[config.mk]
export PLATFORM = sky130hd
export DESIGN_NAME = addsub_accumulator
export DESIGN_NICKNAME = d
export VERILOG_FILES = /design/src/rtl/addsub_accumulator.sv
export SDC_FILE = /design/constraint.sdc
export NUM_CORES = 1
export LEC_CHECK = 0
export BUFFER_PORTS_ARGS = -buffer_cell sky130_fd_sc_hd__buf_4
export CAP_MARGIN = 20
export CORE_UTILIZATION = 30
export DETAILED_ROUTE_END_ITERATION = 8
export PLACE_DENSITY = 0.49
export SETUP_SLACK_MARGIN = 0.05
export SLEW_MARGIN = 10
export SYNTH_ARGS = -nofsm -noshare
export SYNTH_HDL_FRONTEND = slang
export SYNTH_SLANG_ARGS = --single-unit
[constraint.sdc]
create_clock -name clk -period 4.75 [get_ports clk]
set_clock_uncertainty 0.2 [all_clocks]
set_input_delay 0.2375 -clock clk [delete_from_list [all_inputs] [get_ports clk]]
set_output_delay 0.2375 -clock clk [all_outputs]
set_load 0.03 [all_outputs]
[src/rtl/addsub_accumulator.sv]
// Frame accumulator for sign-magnitude adder/subtractor results.
// Build option: define ADDSUB_ACC_SATURATE_EN to clamp instead of wrap.
module addsub_accumulator #(
  parameter int ACC_W = 8,
  parameter int BURST = 4,
  localparam int CW = $clog2(BURST + 1)
) (
  input  logic             clk,
  input  logic             rst,
  input  logic             clear,
  input  logic             in_valid,
  output logic             in_ready,
  input  logic             ctr,
  input  logic [3:0]       s,
  input  logic             sign,
  input  logic             c1,
  output logic             out_valid,
  input  logic             out_ready,
  output logic [ACC_W-1:0] acc,
  output logic             ovf,
  output logic [CW-1:0]    count
);

  typedef enum logic [1:0] {
    IDLE = 2'd0,
    RUN  = 2'd1,
    DONE = 2'd2
  } state_t;

  localparam int TW = ACC_W + 1;
  localparam logic [CW-1:0] BURST_C = CW'(BURST);
  localparam logic [ACC_W-1:0] ACC_MAX = {1'b0, {(ACC_W-1){1'b1}}};
  localparam logic [ACC_W-1:0] ACC_MIN = {1'b1, {(ACC_W-1){1'b0}}};

  state_t            state_q;
  logic [ACC_W-1:0]  acc_q;
  logic              ovf_q;
  logic [CW-1:0]     count_q;
  logic              in_ready_q;
  logic              out_valid_q;

  logic              accept;
  logic              xfer;
  logic [4:0]        mag5;
  logic              neg;
  logic [TW-1:0]     mag_x;
  logic [TW-1:0]     v;
  logic [TW-1:0]     t;
  logic              ovf_beat;
  logic [ACC_W-1:0]  acc_d;
  logic [CW-1:0]     count_inc;
  logic              last_beat;

  assign accept = in_valid & in_ready_q;
  assign xfer   = out_valid_q & out_ready;

  // A subtract result never carries c1 into the magnitude.
  always_comb begin
    mag5  = ctr ? {1'b0, s} : {c1, s};
    neg   = ctr & sign;
    mag_x = {{(TW-5){1'b0}}, mag5};
    v     = neg ? (~mag_x + TW'(1)) : mag_x;
    t     = {acc_q[ACC_W-1], acc_q} + v;
  end

  // |v| <= 31 and ACC_W >= 6, so t never wraps at ACC_W+1 bits.
  assign ovf_beat = t[ACC_W] ^ t[ACC_W-1];

`ifdef ADDSUB_ACC_SATURATE_EN
  always_comb begin
    acc_d = t[ACC_W-1:0];
    if (ovf_beat) begin
      acc_d = t[ACC_W] ? ACC_MIN : ACC_MAX;
    end
  end
`else
  always_comb begin
    acc_d = t[ACC_W-1:0];
  end
`endif

  assign count_inc = count_q + CW'(1);
  assign last_beat = (count_inc == BURST_C);

  always_ff @(posedge clk) begin
    if (rst || clear) begin
      state_q     <= IDLE;
      acc_q       <= '0;
      ovf_q       <= 1'b0;
      count_q     <= '0;
      in_ready_q  <= 1'b1;
      out_valid_q <= 1'b0;
    end else begin
      unique case (state_q)
        IDLE, RUN: begin
          if (accept) begin
            acc_q   <= acc_d;
            count_q <= count_inc;
            ovf_q   <= (state_q == RUN) ? (ovf_q | ovf_beat) : ovf_beat;
            if (last_beat) begin
              state_q     <= DONE;
              in_ready_q  <= 1'b0;
              out_valid_q <= 1'b1;
            end else begin
              state_q <= RUN;
            end
          end
        end
        DONE: begin
          if (xfer) begin
            state_q     <= IDLE;
            acc_q       <= '0;
            ovf_q       <= 1'b0;
            count_q     <= '0;
            in_ready_q  <= 1'b1;
            out_valid_q <= 1'b0;
          end
        end
        default: begin
          state_q     <= IDLE;
          acc_q       <= '0;
          ovf_q       <= 1'b0;
          count_q     <= '0;
          in_ready_q  <= 1'b1;
          out_valid_q <= 1'b0;
        end
      endcase
    end
  end

  assign in_ready  = in_ready_q;
  assign out_valid = out_valid_q;
  assign acc       = acc_q;
  assign ovf       = ovf_q;
  assign count     = count_q;

endmodule

==> results of run 1 <==
cells by family (layout without fill, tap and decap cells):
kind of cell	count (synthesis)	in the layout	synth area share [%]
muxes	2	2	1.97
AOI/OAI and AO/OA	34	34	21.1
and+or+nand+nor	48	48	20.3
xor gates and xnor gates	10	10	8.10
adders and majority gates	13	13	15.7
buffers and inverters	9	34	3.24
DFF	16	16	29.6
power by group:
group	leakage (nW)	total (mW)	internal [mW]	switching (mW)
combinational	0.513	0.0791	0.0349	0.0442
clock	0.0138	0.0710	0.0295	0.0416
sequential	0.130	0.142	0.138	0.00389
metal layers:
layer | up-vias | track usage [%]
met2 | 16 | 24.6
met5 | - | 0
li1 | 519 | -
met4 | 0 | 1.90
met3 | 0 | 4.55
met1 | 463 | 17.9
through the flow:
stage / power (mW) / instances / instance area, um2 / utilization [%]
finish: 0.292 / 203 / 1340 / 39.4
global route: 0.313 / 203 / 1340 / 39.4
detailed placement: 0.224 / 200 / 1310 / 38.8
floorplan: 0.200 / 132 / 1080 / -
CTS: 0.299 / 203 / 1340 / 39.4
global placement: 0.224 / 200 / 1310 / 38.8
sequential cells by signal (all words and copies together), names as in the netlist:
| signal | count |
|---|---|
| out_valid | 1 |
| count | 3 |
| in_ready | 1 |
| acc | 8 |
| state_q | 2 |
| ovf | 1 |
synth_stat cells:
cell	n
a2111oi_2	1
a21o_1	2
a21oi_1	13
a22oi_1	4
a31oi_1	2
a32oi_1	1
and2_1	1
and3_1	3
buf_2	1
clkbuf_1	2
dfxtp_1	16
fa_1	1
ha_1	12
inv_1	6
mux2_2	1
mux2i_1	1
nand2_1	6
nand2b_1	1
nand3_1	3
nand4_1	1
nor2_1	23
nor2_2	1
nor2b_1	3
nor3_1	4
o211ai_1	1
o21a_1	2
o21ai_0	4
o21bai_1	1
o22ai_1	1
o41ai_1	1
o41ai_2	1
or2_2	1
or3_1	1
xnor2_1	5
xor2_1	5
area by class of cell:
| class | instances | area, um2 | area share (%) |
|---|---|---|---|
| multi-input cells | 107 | 726 | 54.3 |
| well taps | 46 | 57.6 | 4.31 |
| flip-flops and latches | 16 | 320 | 24.0 |
| inverters | 6 | 22.5 | 1.69 |
| clock buffers | 3 | 22.5 | 1.69 |
| repair buffers | 25 | 188 | 14.0 |
worst register-to-register path, cell delays in order (launching register included):
cell	delay, ps
dfxtp_1	340
ha_1	220
fa_1	420
a21oi_1	210
o22ai_1	150
o41ai_1	330
xnor2_1	140
xnor2_1	140
o41ai_2	180
final timing paths:
check / from / end / slack, ps
worst max-delay path: s[0] / ovf / 2150
worst min-delay path: out_ready / state_q[1] / 140
worst max register to register: acc[0] / ovf / 2330
worst min register to register: state_q[0] / state_q[0] / 280
==> flow_metrics.env, run 1 <==
export IMPL_hold_class="in2reg"
export IMPL_core_um2=3390
export IMPL_syn_to_final_growth_pct=23.6
export IMPL_cts_hold_buf=0
export IMPL_post_route_period_util_pct=54.8
export IMPL_syn_cell_area_um2=1080
export IMPL_cts_resized=0
export IMPL_rsz0062_at_grt="no"
export IMPL_cts_root_buf="clkbuf_4"
export IMPL_clk_pin_slew_worst_paths_ps=90
export IMPL_cts_max_path_buffers=2
export IMPL_ctsHtreeMaxLevel=1
export IMPL_fin_ws_ps=2150
export IMPL_antenna_found_initial=0
export IMPL_die_h_um=62.0
export IMPL_critPathMaxStageDelay_ps=370
export IMPL_cts_tree="yes"
export IMPL_post_cts_buffers=0
export IMPL_hold_viol=0
export IMPL_synth_fp_nets=157
export IMPL_worst_setup_path_end_kind="flop"
export IMPL_detailed_place_hpwl_mm=2.00
export IMPL_dieWidth_um=62.0
export IMPL_layout_commonest_cell="buf_4"
export IMPL_grt_max_degree=16
export IMPL_ant_nets=0
export IMPL_tightestPinTransition_ps=1020
export IMPL_yosysTopAreaCell="dfxtp_1"
export IMPL_slowest_stage="ha_1"
export IMPL_io_pins=26
export IMPL_ys_warn_count=0
export IMPL_wl_met1_mm=1.13
export IMPL_grt_pass1_vias=900
export IMPL_dr_wl_met2_mm=1.33
export IMPL_power_density_nw_per_um2=219
export IMPL_cpMostUsedCell="ha_1"
export IMPL_cts_num_sinks=16
export IMPL_critical_path_peak_fanout=6
export IMPL_ir_drop_uv=97.2
export IMPL_synth_top_cell_area_share_pct=29.6
export IMPL_whs_ps=137
export IMPL_maxSlewHeadroom_pct=31.7
export IMPL_max_freq_mhz=384
export IMPL_crit_family="adder cells"
export IMPL_syn_inst=132
export IMPL_antenna_diode_count=0
export IMPL_holdPathStages=4
export IMPL_via_per_inst=4.92
export IMPL_drtPass1Iterations=4
export IMPL_required_ps=4750
export IMPL_cp_depth=14
export IMPL_setup_viol=0
export IMPL_nets=184
export IMPL_first_iter_violations=25
export IMPL_path_class="in2reg"
export IMPL_syn_avg_cell_area_um2=8.19
export IMPL_worstPathCellList="buf_4, inv_1, ha_1, and2_1, ha_1, nand3_1, nand2_1, ha_1, a21oi_1, o22ai_1, o41ai_1, xnor2_1, xnor2_1, o41ai_2"
export IMPL_fillers=367
export IMPL_final_layout_size_suffix_gt1_share_pct=21.0
export IMPL_port_buffers=25
export IMPL_cts_buffers_inserted=3
export IMPL_routedWlPerCell_um=12.5
export IMPL_min_period_ps=2600
export IMPL_vias=998
export IMPL_status="finished, final reports clean"
export IMPL_clock_latency_ps=280
export IMPL_cp_num_buf_inv=2
export IMPL_synth_seq_area_share_pct=29.6
export IMPL_drv_cap=0
export IMPL_wirelength_mm=2.54
export IMPL_grt_pass1_wl_mm=4.00
export IMPL_initial_utilization_pct=31.9
export IMPL_drcViolationCount=0
export IMPL_dp_slack_ps=1830
export IMPL_grt_usage_pct=14.3
export IMPL_start_kind="primary input"
export IMPL_setup_tns_final_ps=0
export IMPL_routabilityCongestion=0.820
export IMPL_num_rows=21
export IMPL_leakage_nw=0.657
export IMPL_final_max_slew_viol_count=0
export IMPL_rr_worst_depth=8
export IMPL_synth_seq_cells=16
export IMPL_arrival_ps=2600
export IMPL_die_area_um2=3850
export IMPL_ys_types=35
export IMPL_grt_remaining_overflow=0
export IMPL_layout_common_cells="buf_4 (25), nor2_1 (23), dfxtp_1 (16), a21oi_1 (13), ha_1 (12)"
export IMPL_synth_area_leaders="dfxtp_1 (30%), ha_1 (14%), nor2_1 (8.0%)"
export IMPL_highest_layer="met3"
export IMPL_wl_met3_um=87
No activity file was read; power rests on OpenSTA's default activity.
==> run 2: changes to the inputs <==
--- a/config.mk
+++ b/config.mk
@@ -5,11 +5,12 @@
 export SDC_FILE = /design/constraint.sdc
 export NUM_CORES = 1
 export LEC_CHECK = 0
+export ABC_AREA = 1
 export BUFFER_PORTS_ARGS = -buffer_cell sky130_fd_sc_hd__buf_4
 export CAP_MARGIN = 20
 export CORE_UTILIZATION = 30
 export DETAILED_ROUTE_END_ITERATION = 8
-export PLACE_DENSITY = 0.49
+export PLACE_DENSITY = 0.5
 export SETUP_SLACK_MARGIN = 0.05
 export SLEW_MARGIN = 10
 export SYNTH_ARGS = -nofsm -noshare
==> constraint.sdc (replaced) <==
create_clock -name clk -period 2.1 [get_ports clk]
set_clock_uncertainty 0.2 [all_clocks]
set_input_delay 0.105 -clock clk [delete_from_list [all_inputs] [get_ports clk]]
set_output_delay 0.105 -clock clk [all_outputs]
set_load 0.03 [all_outputs]
==> flow_metrics.env, run 2 <==
export IMPL_status="finished, final reports clean"
export IMPL_synth_seq_cells=16
export IMPL_hold_viol=0
export IMPL_yosysMostFrequentCell="nand2_1"
export IMPL_antenna_found_initial=0
export IMPL_post_route_period_util_pct=96.6
export IMPL_syn_to_final_growth_pct=50.4
export IMPL_syn_cell_area_um2=1180
export IMPL_tightestPinTransition_ps=559
export IMPL_whs_ps=28.8
export IMPL_start_kind="primary input"
export IMPL_rsz0062_at_grt="yes"
export IMPL_rr_endpoint="ovf"
export IMPL_ys_warn_count=0
export IMPL_layout_commonest_cell="nand2_1"
export IMPL_leakage_nw=0.883
export IMPL_netlist_top_cells_count="nand2_1 (64), inv_1 (24), dfxtp_1 (16), a21oi_1 (14), nor2_1 (13)"
export IMPL_cts_tree="yes"
export IMPL_hp_start="out_ready"
export IMPL_syn_inst=183
export IMPL_holdPathStages=6
export IMPL_drtPass1Iterations=4
export IMPL_rr_worst_depth=12
export IMPL_critPathMaxStageDelay_ps=310
export IMPL_final_core_util_pct=47.8
export IMPL_ant_nets=0
export IMPL_critical_path_peak_fanout=5
export IMPL_worst_setup_path_end_kind="flop"
export IMPL_grt_remaining_overflow=0
export IMPL_final_max_slew_viol_count=0
export IMPL_dieWidth_um=64.8
export IMPL_async_flop_share_pct=0
export IMPL_synth_main_ff_cell="dfxtp_1"
export IMPL_power_switching_uw=262
export IMPL_die_area_um2=4200
export IMPL_ys_types=22
export IMPL_power_density_nw_per_um2=481
export IMPL_grt_usage_pct=16.2
export IMPL_power_frac_clock_pct=33.2
export IMPL_setup_tns_final_ps=0
export IMPL_p_comb_share_pct=29.3
export IMPL_pwr_share_seq_pct=37.5
export IMPL_routabilityCongestion=0.779
export IMPL_worstPathCellList="buf_8, inv_4, ha_4, nand2_4, nor2_4, ha_4, nand2_2, nand2_2, ha_4, nand2_2, nor2_1, nand3_1, nand2_1, nand2_1, nand2_2, inv_1, nand2_1, nand3_1, nand2_1, a21oi_2"
export IMPL_stdcell_area_um2=1780
export IMPL_clock_latency_ps=250
export IMPL_routedWlPerCell_um=11.7
export IMPL_antenna_diode_count=0
export IMPL_maxSlewHeadroom_pct=62.7
export IMPL_synth_fp_nets=208
export IMPL_grt_max_degree=14
export IMPL_nets=258
export IMPL_synth_seq_area_share_pct=27.1
export IMPL_cts_root_buf="clkbuf_8"
export IMPL_synth_edf_count=0
export IMPL_synth_area_leaders="dfxtp_1 (27%), nand2_1 (20%), ha_1 (13%)"
export IMPL_switching_share_pct=30.6
export IMPL_wirelength_mm=3.27
export IMPL_syn_avg_cell_area_um2=6.46
export IMPL_min_to="state_q[1]"
export IMPL_min_period_ps=2030
export IMPL_finalPower_uw=856
export IMPL_grt_pass1_wl_mm=5.22
export IMPL_arrival_ps=1960
export IMPL_grt_pass1_vias=1160
export IMPL_path_class="in2reg"
export IMPL_crit_family="simple AND/OR/NAND/NOR gates"
export IMPL_detailed_place_hpwl_mm=2.43
export IMPL_required_ps=2030
export IMPL_ctsHtreeMaxLevel=1
export IMPL_cts_buffers_inserted=3
export IMPL_setup_viol=0
export IMPL_cp_num_buf_inv=3
export IMPL_yosysTopAreaCell="dfxtp_1"
export IMPL_max_freq_mhz=493
export IMPL_reg2reg_slack_ps=140
export IMPL_r2r_start="acc[0]"
export IMPL_clk_pin_slew_worst_paths_ps=80
export IMPL_drcViolationCount=0
export IMPL_synth_top_cell_area_share_pct=27.1
export IMPL_die_h_um=64.8
export IMPL_initial_utilization_pct=31.8
export IMPL_drv_cap=0
export IMPL_slowest_stage="ha_4"
export IMPL_via_per_inst=4.53
export IMPL_hold_class="in2reg"
export IMPL_io_pins=26
export IMPL_num_rows=22
export IMPL_final_layout_size_suffix_gt1_share_pct=35.8
export IMPL_place_area_um2=1590
export IMPL_layout_common_cells="nand2_1 (54), buf_4 (43), inv_1 (22), dfxtp_1 (16), a21oi_1 (12)"
export IMPL_vias=1268
export IMPL_core_um2=3720
export IMPL_cts_num_sinks=16
export IMPL_intPower_uw=593
export IMPL_ir_drop_uv=267
export IMPL_port_buffers=25
export IMPL_first_iter_violations=50
export IMPL_cts_max_path_buffers=2
export IMPL_largest_reg_flops=8
-- run 2: final cells by class --
class                      count  area [um2]
timing repair buffer          47         369
inverter                      26         103
tap                           48        60.1
multi-input combinational    139         871
clock buffer                   4        55.1
sequential                    16         320
fill                         386        1940
-- run 2: what timing repair did --
| item | 4_1_cts | 5_1_grt |
|---|---|---|
| hold buffers | 2 | 0 |
| gates resized for setup | 1 | 24 |
| endpoints found under the setup margin | 1 | 4 |
| pin swaps | 2 | 22 |
| setup buffers | 0 | 2 |
| endpoints found under the hold margin | 3 | 0 |
-- run 2: cell families (layout without fill, tap and decap cells) --
kind of cell             Yosys count  count (layout)  share of synthesized area, %
AND/OR/NAND/NOR                   92              92                          31.6
AO/OA/AOI/OAI                     31              31                          15.7
buffers and inverters             28              77                          8.99
flip-flops                        16              16                          27.1
adder cells (fa/ha/maj)           13              13                          14.4
XOR/XNOR                           3               3                          2.22
-- run 2: power by group through the flow --
stage	clock network (mW)	logic (mW)	registers, mW
global route	0.313	0.278	0.322
detailed placement	0	0.223	0.328
CTS	0.298	0.228	0.321
floorplan	0	0.118	0.342
finish	0.284	0.251	0.321
global placement	0	0.220	0.327
-- run 2: metal layers --
layer / wire length (um) / part of all wire [%] / global-route usage [%]
met1: 1530 / 47 / 19.9
met2: 1610 / 49 / 28.3
met3: 109 / 3.3 / 4.05
met4: 18 / 0.55 / 3.33
met5: 0 / 0 / 0
-- run 2: metrics by stage --
stage          setup slack (ps)  instances
6_report                   72.2        280
5_1_grt                   -59.6        280
4_1_cts                    50.0        278
3_5_place_dp               -278        272
3_3_place_gp               -213        272
2_1_floorplan              63.3        183
-- run 2: worst reg2reg max path: stages, from the launching register on --
cell and delay, ps:
dfxtp_1 330, ha_1 210, fa_2 340, nand2_1 90
nand2_1 100, nand3_1 110, nand3_1 100, nand2_2 90
inv_1 40, nand2_1 50, nand3_1 70, nand2_1 70
a21oi_2 50
-- run 2: worst max-delay path by stage --
stage / depth (start not counted) / from / slack (ps) / endpoint
finish: 20 / s[0] / 70 / ovf
global route: 19 / s[0] / -60 / ovf
CTS: 19 / s[1] / 50 / ovf
detailed placement: 19 / s[1] / -280 / ovf
global placement: 19 / s[1] / -210 / ovf
floorplan: 18 / s[1] / 60 / ovf
